===== config.mk =====
export PLATFORM = sky130hd
export DESIGN_NAME = queue8_ctrl
export DESIGN_NICKNAME = d
export VERILOG_FILES = /design/src/rtl/queue8_pkg.sv /design/src/rtl/queue8_ptr.sv /design/src/rtl/queue8_ctrl.sv
export SDC_FILE = /design/constraint.sdc
export NUM_CORES = 1
export LEC_CHECK = 0
export BUFFER_PORTS_ARGS = -buffer_cell sky130_fd_sc_hd__clkbuf_2
export CORE_UTILIZATION = 53
export CTS_CLUSTER_DIAMETER = 200
export DETAILED_ROUTE_END_ITERATION = 10
export PLACE_DENSITY = 0.73
export SLEW_MARGIN = 0
export SYNTH_ARGS = -nofsm -noshare
export SYNTH_HDL_FRONTEND = slang
export SYNTH_SLANG_ARGS = --single-unit

===== constraint.sdc =====
create_clock -name clk -period 2.09 [get_ports clk]
set_input_delay 0.209 -clock clk [delete_from_list [all_inputs] [get_ports clk]]
set_output_delay 0.209 -clock clk [all_outputs]
set_load 0.005 [all_outputs]

===== src/rtl/queue8_pkg.sv =====
// Shared sizes and the wrap-pointer type for the 8-entry queue stage.
// The pointer is a wrap bit plus a 3-bit index, so full and empty are distinguishable.
package queue8_pkg;

   localparam int QUEUE_DEPTH = 8;
   localparam int PTR_W       = 3;

   typedef struct packed {
      logic             wrap;
      logic [PTR_W-1:0] idx;
   } qptr_t;

   // Modulo-16 increment: index 7 rolls to 0 and toggles the wrap bit.
   function automatic qptr_t qptr_inc(input qptr_t p);
      logic [PTR_W:0] flat;
      flat = p;
      flat = flat + 1'b1;
      return qptr_t'(flat);
   endfunction

endpackage


===== src/rtl/queue8_ptr.sv =====
// 4-bit wrapping pointer register: async reset, synchronous load, increment enable.
// Load has priority over increment; the register updates one cycle after the request.
module queue8_ptr
   import queue8_pkg::*;
(
   input  logic  clk,
   input  logic  reset,
   input  logic  load,
   input  qptr_t load_val,
   input  logic  inc,
   output qptr_t ptr
);

   always_ff @(posedge clk or posedge reset) begin
      if (reset) begin
         ptr <= '0;
      end else if (load) begin
         ptr <= load_val;
      end else if (inc) begin
         ptr <= qptr_inc(ptr);
      end
   end

endmodule


===== src/rtl/queue8_ctrl.sv =====
// 8-entry register-file FIFO, ready/valid both sides; enqueue visible one edge later, no bypass.
// in_ready=!full (and low during flush); optional sticky error flags under QUEUE8_ERR_EN.
module queue8_ctrl
   import queue8_pkg::*;
#(
   parameter int WIDTH = 8,
   parameter int DEPTH = 8
)(
   input  logic             clk,
   input  logic             reset,
   input  logic             flush,
   input  logic             in_valid,
   output logic             in_ready,
   input  logic [WIDTH-1:0] in_data,
   output logic             out_valid,
   input  logic             out_ready,
   output logic [WIDTH-1:0] out_data,
   output logic             full,
`ifdef QUEUE8_ERR_EN
   output logic             empty,
   output logic             err_ovf,
   output logic             err_udf
`else
   output logic             empty
`endif
);

   if (DEPTH != QUEUE_DEPTH) begin : g_bad_depth
      $error("queue8_ctrl: DEPTH must be 8 (3-bit pointers)");
   end
   if (WIDTH < 1 || WIDTH > 32) begin : g_bad_width
      $error("queue8_ctrl: WIDTH must be in 1..32");
   end

   qptr_t            wr_ptr;
   qptr_t            rd_ptr;
   logic             enq;
   logic             deq;
   logic [WIDTH-1:0] mem [QUEUE_DEPTH];

   assign empty     = (wr_ptr == rd_ptr);
   assign full      = (wr_ptr.idx == rd_ptr.idx) && (wr_ptr.wrap != rd_ptr.wrap);
   // Flush blocks the producer so a same-cycle enqueue cannot survive the pointer snap.
   assign in_ready  = !full && !flush;
   assign out_valid = !empty;
   assign out_data  = mem[rd_ptr.idx];

   assign enq = in_valid && in_ready;
   assign deq = out_valid && out_ready && !flush;

   queue8_ptr u_wr_ptr (
      .clk      (clk),
      .reset    (reset),
      .load     (1'b0),
      .load_val ('0),
      .inc      (enq),
      .ptr      (wr_ptr)
   );

   queue8_ptr u_rd_ptr (
      .clk      (clk),
      .reset    (reset),
      .load     (flush),
      .load_val (wr_ptr),
      .inc      (deq),
      .ptr      (rd_ptr)
   );

   // Storage is deliberately not reset; out_data is meaningless while empty.
   always_ff @(posedge clk) begin
      if (enq) begin
         mem[wr_ptr.idx] <= in_data;
      end
   end

`ifdef QUEUE8_ERR_EN
   always_ff @(posedge clk or posedge reset) begin
      if (reset) begin
         err_ovf <= 1'b0;
         err_udf <= 1'b0;
      end else begin
         if (in_valid && full) begin
            err_ovf <= 1'b1;
         end
         if (out_ready && empty) begin
            err_udf <= 1'b1;
         end
      end
   end
`endif

endmodule


* Yosys cells after proc, flatten, opt, wreduce, memory -nomap -nowiden
Memory sizes are Yosys's and may differ from the RTL's.
Cells that the tools add are included.
** Word-level totals
- Register bits after elaboration :: 8
- Bits in latches :: 0
- RAM bits :: 64
- Bits in read-only memories :: 0
- Input port bits :: 13
- Word-level logic and storage cells :: 23
- Memories kept :: 1
** Cells by class
- Add/subtract/negate cells :: 2
- Multiply operators :: 0
- Divide/modulo/power cells :: 0
- Order comparisons :: 0
- Equal/unequal tests :: 3
- Shift-type cells :: 0
- Muxes and demuxes :: 4
- Bitwise logic cells :: 0
- Reduce and logical (&&, ||, !) cells :: 9
** Memories
- mem :: depth 8, bits a word 8, read ports 1, clocked after Yosys merged registers in 0, wr ports 1, line queue8_ctrl.sv:39 : logic [WIDTH-1:0] mem [QUEUE_DEPTH];
** Operators with widths (number)
- 4-bit by 1-bit adder with 4-bit output, second input constant :: 2
- 4-bit two-way mux :: 2
- 1-bit logical AND :: 5
- 4-bit equality test :: 1
- 3-bit equality test :: 1
- 1-bit logical NOT :: 3
- 1-bit two-way mux :: 2
- 2-bit nonzero test :: 1
- 1-bit != test :: 1

* Logic depth before layout (Yosys ltp)
Gate-level depths: netlist of run 1.
- Word-level depth :: 7
- Depth in mapped cells :: 6
- Mapped depth without buffers :: 5

* Hierarchy
From an unflattened synthesis of run 1, not the netlist that was laid out.
** Unflattened totals
- Cells, all modules :: 158
- Area, all modules :: 3049.2 µm²
** Modules (own cells, without submodules)
- queue8_ctrl :: instances 1, cells an instance 120, area an instance 2648.8 µm²
- queue8_ptr :: instances 2, cells an instance 19, area an instance 200.2 µm²

* Worst setup path before layout of run 1
OpenSTA, ideal clock, no wires.
- Kind :: register to register
- Start :: register u_wr_ptr.ptr[0] (netlist bit)
- End :: memory mem[0][0], enable pin
- Library setup time :: 383 ps
- Arrival time :: 1735 ps
- Data required time :: 1707 ps
- Setup slack :: -28 ps
- Stages on the path, launching flop included :: 6
- Buffers on the path :: 1
- Period minus slack after synthesis :: 2118 ps
- Cell sequence :: dfrtp_1 clkbuf_2 xnor2_2 a41oi_2 nand2_1 nor3_1
** Between the ends
- Word-level cells in the longest chain between the ends :: 7
** Ends and longest elaborated chain
- from (decl) :: line queue8_ptr.sv:11 : output qptr_t ptr
- from (signal assigned) :: line queue8_ptr.sv:18 : ptr <= load_val;
- from (signal assigned) :: line queue8_ptr.sv:20 : ptr <= qptr_inc(ptr);
- 3-bit equality test :: line queue8_ctrl.sv:42 : assign full = (wr_ptr.idx == rd_ptr.idx) && (wr_ptr.wrap != rd_ptr.wrap);
- 1-bit logical AND :: line queue8_ctrl.sv:42
- 1-bit logical NOT :: line queue8_ctrl.sv:44 : assign in_ready = !full && !flush;
- 1-bit logical AND :: line queue8_ctrl.sv:44
- 1-bit logical AND :: line queue8_ctrl.sv:48 : assign enq = in_valid && in_ready;
- 1-bit two-way mux :: line queue8_ctrl.sv:71 : if (enq) begin
- 1-bit two-way mux (implied by the code) :: line queue8_ctrl.sv:72 : mem[wr_ptr.idx] <= in_data;
- to (decl) :: line queue8_ctrl.sv:39
Parallel ways exist; a longest one is shown, timed or not.

* Final worst setup path of run 1
- Start :: register u_rd_ptr.ptr[0] (netlist bit)
- End :: output port out_data[1]
** Between the ends
- Word-level cells in the longest chain between the ends :: 1
** Ends and longest elaborated chain
- from (decl) :: line queue8_ptr.sv:11
- from (signal assigned) :: line queue8_ptr.sv:18
- from (signal assigned) :: line queue8_ptr.sv:20
- memory read 8 x 8 bit
- to (decl) :: line queue8_ctrl.sv:17 : output logic [WIDTH-1:0] out_data,
No other way between the ends.

==> results of run 1 <==
==> layer usage <==
layer | GRT usage (%) | vias to the layer above
li1 | - | 732
met1 | 25.2 | 832
met2 | 33.7 | 46
met3 | 4.24 | 16
met4 | 12.3 | 0
met5 | 0 | -
==> worst paths after layout <==
check | startpoint | end | slack, ns | cells past startpoint
worst max register to register | u_rd_ptr.ptr[0] | mem[1][4] | 0.21 | 6
worst min-delay path | in_data[1] | mem[2][1] | 0.13 | 1
worst min register to register | u_wr_ptr.ptr[2] | u_wr_ptr.ptr[2] | 0.58 | 1
max in group asynchronous | reset | u_rd_ptr.ptr[0] | 1.47 | 3
min in group asynchronous | reset | u_rd_ptr.ptr[1] | 0.35 | 3
worst max-delay path | u_rd_ptr.ptr[0] | out_data[1] | 0.06 | 4
==> worst reg2reg max path: stages, from the launching register on <==
cell,delay [ns]
dfrtp_2,0.46
buf_4,0.16
xnor2_2,0.13
a41oi_2,0.29
nand2_1,0.19
nor2_1,0.16
buf_4,0.20
==> synth_stat cells (4+ instances only) <==
library cell,number
edfxtp_1,64
mux2_2,9
nand2_1,9
nor2_1,9
dfrtp_1,8
mux4_1,8
mux4_2,8
inv_1,6
o21ai_0,4
xnor2_1,4
==> cells by family after synthesis <==
group / after synthesis / share of synthesized area, %
flops: 72 / 69.8
simple gates: 32 / 4.90
mux: 25 / 16.2
buf+inv: 14 / 2.71
compound gates: 10 / 2.55
xor+xnor: 9 / 3.09
fa+ha+maj: 2 / 0.823
==> layout by cell type (no fill, tap or decap), drive strengths merged <==
master       instances
a22oi                1
a41o                 1
a41oi                2
and3                 1
buf                 16
clkbuf              33
clkinv               3
clkinvlp             2
dfrtp                8
dlygate4sd3          1
edfxtp              64
ha                   2
inv                  8
mux2                 9
mux4                16
nand2                9
nand2b               3
nand3                3
nand4                3
nor2                 9
nor3                 2
o21ai                4
o22ai                1
o311ai               1
or3                  2
xnor2                6
xor2                 3
==> repair_timing <==
action                                 CTS  global route
hold buffers                             1             0
setup buffers                            1             1
resized for setup                        3            15
pin swaps                                0             1
endpoints found under the hold margin    8             0
setup endpoints to repair                8             9
==> registers in the layout (all words and copies together), names as in the netlist <==
name	count
u_rd_ptr.ptr	4
u_wr_ptr.ptr	4
mem	64
==> through the flow <==
stage | hold slack [ns] | setup WS (ns) | area [sq um]
floorplan | 0.0247 | 0.168 | 3050
global placement | 0.142 | 0.291 | 3310
detailed placement | 0.148 | 0.221 | 3310
CTS | 0.118 | -0.0125 | 3510
global route | 0.132 | 0.00152 | 3510
finish | 0.134 | 0.0601 | 3510
==> final cells by class <==
| type | count | area, sq um |
|---|---|---|
| multi-input combinational | 78 | 827 |
| clock inverter | 7 | 55.1 |
| tap | 72 | 90.1 |
| timing repair buffer | 41 | 273 |
| fill | 401 | 1990 |
| sequential | 72 | 2120 |
| clock buffer | 9 | 124 |
| inverter | 6 | 22.5 |
==> power by group <==
group | leakage, nW | internal (mW) | total (mW) | switching, mW
Clock | 0.0862 | 0.439 | 0.963 | 0.523
Sequential | 0.673 | 1.76 | 1.94 | 0.179
Combinational | 0.503 | 0.910 | 1.72 | 0.815
==> results_dict.tcl, run 1 <==
set metrics [dict create \
    outcome "finished, final reports clean" \
    worstPathRequired_ns 1.88 \
    skew_ns 0.0135 \
    ys_top_cells_by_area "edfxtp_1 63%, mux4_1 6.9%, dfrtp_1 6.6%" \
    path_class "flip-flop to output port" \
    async_flop_share_pct 11.1 \
    synth_fp_nets 179 \
    crit_path_max_incr_delay_ns 0.51 \
    synth_area_sq_um 3040 \
    first_iter_violations 86 \
    ios 25 \
    critPathArrivalTime_ns 1.82 \
    drt-vias-per-instance 5.71 \
    tns_ns 0 \
    cts-root-buf "clkbuf_8" \
    postLayoutCoreUtil_pct 63.8 \
    cts_tree "yes" \
    slew_viol_final 0 \
    post-dp-hpwl_um 3520 \
    crit_path_max_fanout 7 \
    start_util_pct 55.2 \
    m1WireLength_um 2280 \
    gp_congestion 0.916 \
    slew_headroom_pct 69.6 \
    cts.path.max_buffers 2 \
    synthFlopType "edfxtp_1" \
    synthCells 164 \
    critPathTopFamily "multiplexers" \
    grt_pass1_vias 1713 \
    hold_path.class "input port to flip-flop" \
    die_area_sq_um 6050 \
    post-place-cells 266 \
    grt_pass1_wl_um 8610 \
    ir_worst_vdd_mv 0.668 \
    post_drt_wl_per_cell_um 19.3 \
    antenna_found_initial 0 \
    vias 1626 \
    dr.pass1.iters 4 \
    synth-seq-cells 72 \
    hold_violations 0 \
    synth-edff-count 64 \
    cpMaxStageDelayCell "mux4_2" \
    die_y_um 77.8 \
    dr.max_layer_used "met4" \
    crit_chain "buf_8 -> mux4_2 -> mux2_2 -> clkbuf_2" \
    fp.dieW_um 77.8 \
    end_kind "output port" \
    fmax_ghz 0.493 \
    clock-sinks 72 \
    power_leakage_nw 1.26 \
    worst_pin_slew_ns 0.453 \
    globalRouteTotalUtil_pct 20.5 \
    grt-ovfl-total 0 \
    rows 27 \
    final_antenna_net_count 0 \
    totalWireLength_um 5510 \
    drc 0 \
    ys_types 30 \
    synth_seq_area_share_pct 69.8 \
    layout.cells.non_filler 285 \
    clk_latency_ns 0.34 \
    yosys.area.top_type "edfxtp_1" \
    core-area_sq_um 5510 \
    setup_violations 0 \
    p_per_area_nw_per_um2 1320 \
    grt_setup_unrepaired "no" \
    wl_met2_um 2850 \
    avgSynthCellArea_sq_um 18.5 \
    period_needed_ns 2.03 \
    finalCritPeriodShare_pct 97.1 \
    start_kind "flip-flop" \
    met3_length_um 238 \
    diodes 0 \
    htreeDepth 3 \
    yosys.area.top_type_share_pct 63.2 \
    cts.clk_slew.worst_paths_ns 0.08 \
    nets 223 \
    area_growth_pct 15.5 \
    cts_made_buffers 9 \
    layout-drive-gt1-share_pct 41.3 \
    grt_max_degree 20 \
    power_mw 4.63 \
    drv_cap 0 \
    timing.critical_path.buf_inv 2 \
    ys.warnings.count 0 \
    io_buffers 24 \
]
Note: power is estimated with default switching activity, not from simulation.
==> run 2: changes to the inputs <==
Settings changed: RECOVER_POWER from default to 25.
==> results_dict.tcl, run 2 (synthesized netlist as in run 1, its figures left out) <==
set metrics [dict create \
    outcome "finished, final reports clean" \
    drc 0 \
    antenna_found_initial 0 \
    place_ws_ns 0.221 \
    hold_violations 0 \
    m1WireLength_um 2280 \
    end_kind "output port" \
    finalCritPeriodShare_pct 97.1 \
    fp.dieW_um 77.8 \
    largest_reg_flops 64 \
    setup_slack_ns 0.0596 \
    die_y_um 77.8 \
    path_class "flip-flop to output port" \
    io_buffers 24 \
    cts.clk_slew.worst_paths_ns 0.08 \
    top_register "mem" \
    gp_congestion 0.916 \
    postLayoutCoreUtil_pct 63.7 \
    wl_met2_um 2840 \
    clock-sinks 72 \
    top_regs "mem: 64 flops, u_rd_ptr.ptr: 4 flops, u_wr_ptr.ptr: 4 flops" \
    core-area_sq_um 5510 \
    grt_setup_unrepaired "no" \
    layout-drive-gt1-share_pct 39.0 \
    final_common_cell "edfxtp_1" \
    cts_tree "yes" \
    htreeDepth 3 \
    p_per_area_nw_per_um2 1320 \
    cts_made_buffers 9 \
    post-dp-hpwl_um 3520 \
    critPathArrivalTime_ns 1.82 \
    met3_length_um 258 \
    final_cell_mix "64 x edfxtp_1, 19 x clkbuf_2, 16 x mux4_2" \
    area_growth_pct 15.3 \
    nets 223 \
    cts-root-buf "clkbuf_8" \
    start_kind "flip-flop" \
    cts.path.max_buffers 2 \
    first_iter_violations 88 \
    diodes 0 \
    ios 25 \
    fmax_ghz 0.493 \
    setup_violations 0 \
    slew_viol_final 0 \
    worstPathRequired_ns 1.88 \
    skew_ns 0.0147 \
    final_antenna_net_count 0 \
    period_needed_ns 2.03 \
    drt-vias-per-instance 5.69 \
    hold_path.class "input port to flip-flop" \
    fin_area_sq_um 3510 \
    ir_worst_vdd_mv 0.667 \
    start_util_pct 55.2 \
    power_leakage_nw 1.25 \
    dr.max_layer_used "met4" \
    crit_path_max_fanout 7 \
    post_drt_wl_per_cell_um 19.4 \
    rows 27 \
    die_area_sq_um 6050 \
    post-place-cells 266 \
    whs_ns 0.154 \
    globalRouteTotalUtil_pct 20.5 \
    worst_pin_slew_ns 0.454 \
    grt_pass1_vias 1713 \
    totalWireLength_um 5530 \
    drv_cap 0 \
    clk_latency_ns 0.35 \
    placed_cell_area_sq_um 3310 \
    grt-ovfl-total 0 \
    dr.pass1.iters 4 \
    grt_pass1_wl_um 8610 \
    layout.cells.non_filler 285 \
    grt_max_degree 20 \
    slew_headroom_pct 69.5 \
    vias 1623 \
]
-- run 2: cell types whose count changed in the layout (fill, tap and decap cells not counted) --
cell / change
clkbuf_1: +5
clkbuf_2: -5
-- run 2: worst paths after layout --
path	startpoint	to	depth (start not counted)	slack [ns]
setup / recovery	u_rd_ptr.ptr[0]	out_data[1]	4	0.06
hold / removal	in_data[0]	mem[3][0]	1	0.15
setup reg to reg	u_rd_ptr.ptr[0]	mem[1][4]	6	0.20
hold reg to reg	u_wr_ptr.ptr[2]	u_wr_ptr.ptr[2]	1	0.58
max in group asynchronous	reset	u_rd_ptr.ptr[0]	3	1.47
min in group asynchronous	reset	u_rd_ptr.ptr[1]	3	0.35
-- run 2: critical path, stage by stage (launching register included) --
cell      delay, ns
dfrtp_2        0.43
buf_8          0.16
mux4_2         0.51
mux2_2         0.27
clkbuf_2       0.11
-- run 2: layout make-up --
class	count	area, sq um
Timing Repair Buffer	41	267
Inverter	6	22.5
Tap cell	72	90.1
Clock inverter	7	55.1
Clock buffer	9	124
Fill cell	402	2000
Multi-Input combinational cell	78	827
Sequential cell	72	2120
-- run 2: metal layers --
| layer | track usage (%) | vias up |
|---|---|---|
| met2 | 33.7 | 41 |
| met5 | 0 | - |
| met4 | 12.3 | 0 |
| li1 | - | 731 |
| met1 | 25.2 | 835 |
| met3 | 4.24 | 16 |
-- run 2: metrics by stage --
stage / TNS (ns) / power [mW]
2_1_floorplan: 0 / 3.07
3_3_place_gp: 0 / 3.47
3_5_place_dp: 0 / 3.55
4_1_cts: -0.0258 / 4.56
5_1_grt: 0 / 4.89
6_report: 0 / 4.63
-- run 2: power by group --
group          switching [mW]  total (mW)  internal (mW)
sequential              0.180        1.94           1.76
clock                   0.525       0.965          0.439
combinational           0.814        1.72          0.908
-- run 2: timing repair --
item,4_1_cts,5_1_grt
resized for setup,3,15
hold buffers,1,0
setup buffers,1,1
pin swaps,0,1
endpoints found under the hold margin,8,0
gates cloned,0,0
setup endpoints to repair,8,9
==> run 3: changes to the inputs <==
Settings changed: CORE_UTILIZATION 53 to 60, PLACE_DENSITY 0.73 to 0.78, SKIP_CTS_REPAIR_TIMING from default to 1.
Clock period 2.09 ns to 2.4 ns, I/O delays scaled along.
==> results_dict.tcl, run 3 (synthesized netlist as in run 1, its figures left out) <==
set metrics [dict create \
    rows 25 \
    final_antenna_net_count 0 \
    p_switching_mw 1.24 \
    timing.rr.end "mem[0][6]" \
    path_class "flip-flop to output port" \
    final_cell_mix "64 x edfxtp_1, 18 x clkbuf_2, 11 x buf_4" \
    crit_chain "buf_6 -> mux4_1 -> mux2_2 -> clkbuf_2" \
    die_area_sq_um 5360 \
    cts.clk_slew.worst_paths_ns 0.07 \
    tns_ns 0 \
    reg2reg_slack_ns 0.30 \
    setup_slack_ns 0.161 \
    critPathArrivalTime_ns 2.00 \
    fillers 306 \
    critPathTopFamily "multiplexers" \
    clk_latency_ns 0.34 \
    final_common_cell "edfxtp_1" \
    power_leakage_nw 1.25 \
    finalCritPeriodShare_pct 93.3 \
    post-dp-hpwl_um 3520 \
    globalRouteTotalUtil_pct 23.3 \
    vias 1629 \
    ios 25 \
    combPwrFrac_pct 34.3 \
    internal_power_mw 2.81 \
    drt-vias-per-instance 5.90 \
    clock-sinks 72 \
    totalWireLength_um 5500 \
    crit_start "u_rd_ptr.ptr[0]" \
    power_mw 4.05 \
    core-area_sq_um 4790 \
    setup.worst_path.end "out_data[4]" \
    gp_congestion 0.919 \
    cts.path.max_buffers 2 \
    drc 0 \
    period_needed_ns 2.24 \
    fp.dieW_um 73.2 \
    grt_max_degree 20 \
    grt_setup_unrepaired "no" \
    slew_viol_final 0 \
    crit_path_max_fanout 19 \
    hold_path.startpoint "in_data[2]" \
    seqPwrFrac_pct 41.3 \
    diodes 0 \
    post_drt_wl_per_cell_um 19.9 \
    hold_depth 1 \
    skew_ns 0.00528 \
    timing.rr.start "u_wr_ptr.ptr[0]" \
    timing.critical_path.buf_inv 2 \
    worst_pin_slew_ns 0.755 \
    slew_headroom_pct 49.5 \
    worstPathRequired_ns 2.16 \
    crit_path_max_incr_delay_ns 0.58 \
    top_regs "mem: 64 flops, u_rd_ptr.ptr: 4 flops, u_wr_ptr.ptr: 4 flops" \
    cts-root-buf "clkbuf_8" \
    area_growth_pct 14.6 \
    cts_made_buffers 9 \
    grt_pass1_wl_um 8290 \
    place_ws_ns 0.358 \
    p_per_area_nw_per_um2 1160 \
    path_depth 4 \
    first_iter_violations 159 \
    io_buffers 24 \
    p_sw_share_pct 30.7 \
    ir_worst_vdd_mv 0.992 \
    antenna_found_initial 0 \
    cts_tree "yes" \
    drv_cap 0 \
    grt_pass1_vias 1641 \
    start_util_pct 63.6 \
    top_register "mem" \
    dr.pass1.iters 4 \
    fmax_ghz 0.447 \
    end_kind "output port" \
    hold_path.class "input port to flip-flop" \
    power.share.clock_pct 24.4 \
    postLayoutCoreUtil_pct 72.8 \
    outcome "finished, final reports clean" \
    nets 219 \
    layout-drive-gt1-share_pct 29.2 \
    hold_violations 0 \
    die_y_um 73.2 \
    rr_worst_depth 6 \
    start_kind "flip-flop" \
    htreeDepth 3 \
    cpMaxStageDelayCell "mux4_1" \
    largest_reg_flops 64 \
    setup_violations 0 \
    grt-ovfl-total 0 \
]
[run 3: cell count changes in the layout (fill, tap and decap cells not counted), sizes merged]
| cell | previous run | this run |
|---|---|---|
| buf | 16 | 12 |
| bufinv | 0 | 2 |
| clkbuf | 33 | 35 |
| clkinvlp | 2 | 0 |
| inv | 8 | 6 |
[run 3: power by group through the flow]
stage / clock network (mW) / registers [mW] / logic (mW)
after floorplan: 0 / 1.61 / 1.05
after global placement: 0 / 1.67 / 1.32
after detailed placement: 0 / 1.69 / 1.38
after CTS: 0.998 / 1.67 / 1.39
after global routing: 1.05 / 1.69 / 1.51
final: 0.988 / 1.67 / 1.39
[run 3: worst min-delay path by stage]
stage	endpoint	slack (ns)
global route	mem[1][4]	0.20
detailed placement	u_rd_ptr.ptr[2]	0.18
global placement	u_rd_ptr.ptr[2]	0.18
CTS	u_wr_ptr.ptr[1]	-0.18
floorplan	u_rd_ptr.ptr[0]	0.06
finish	mem[6][2]	0.20
[run 3: area by class of cell]
cell class              instances  area [sq um]  area share, %
well taps                      67          83.8           2.41
flip-flops and latches         72          2120           60.9
inverters                       6          22.5          0.646
clock inverters                 5          71.3           2.05
multi-input cells              78           837           24.0
clock buffers                  11           131           3.77
repair buffers                 37           216           6.21
[run 3: metrics by stage]
step / instances / instance area (sq um) / hold slack, ns
after floorplan: 164 / 3040 / 0.0557
after global placement: 259 / 3280 / 0.179
after detailed placement: 259 / 3280 / 0.184
after CTS: 275 / 3480 / -0.180
after global routing: 276 / 3480 / 0.195
final: 276 / 3480 / 0.196
[run 3: layer usage]
| metal | vias to the layer above | global-route usage, % | part of all wire (%) |
|---|---|---|---|
| met4 | 0 | 10.9 | 1.9 |
| li1 | 732 | - | - |
| met2 | 48 | 39.1 | 52 |
| met3 | 8 | 6.77 | 4.9 |
| met1 | 841 | 28.0 | 41 |
| met5 | - | 0 | 0 |
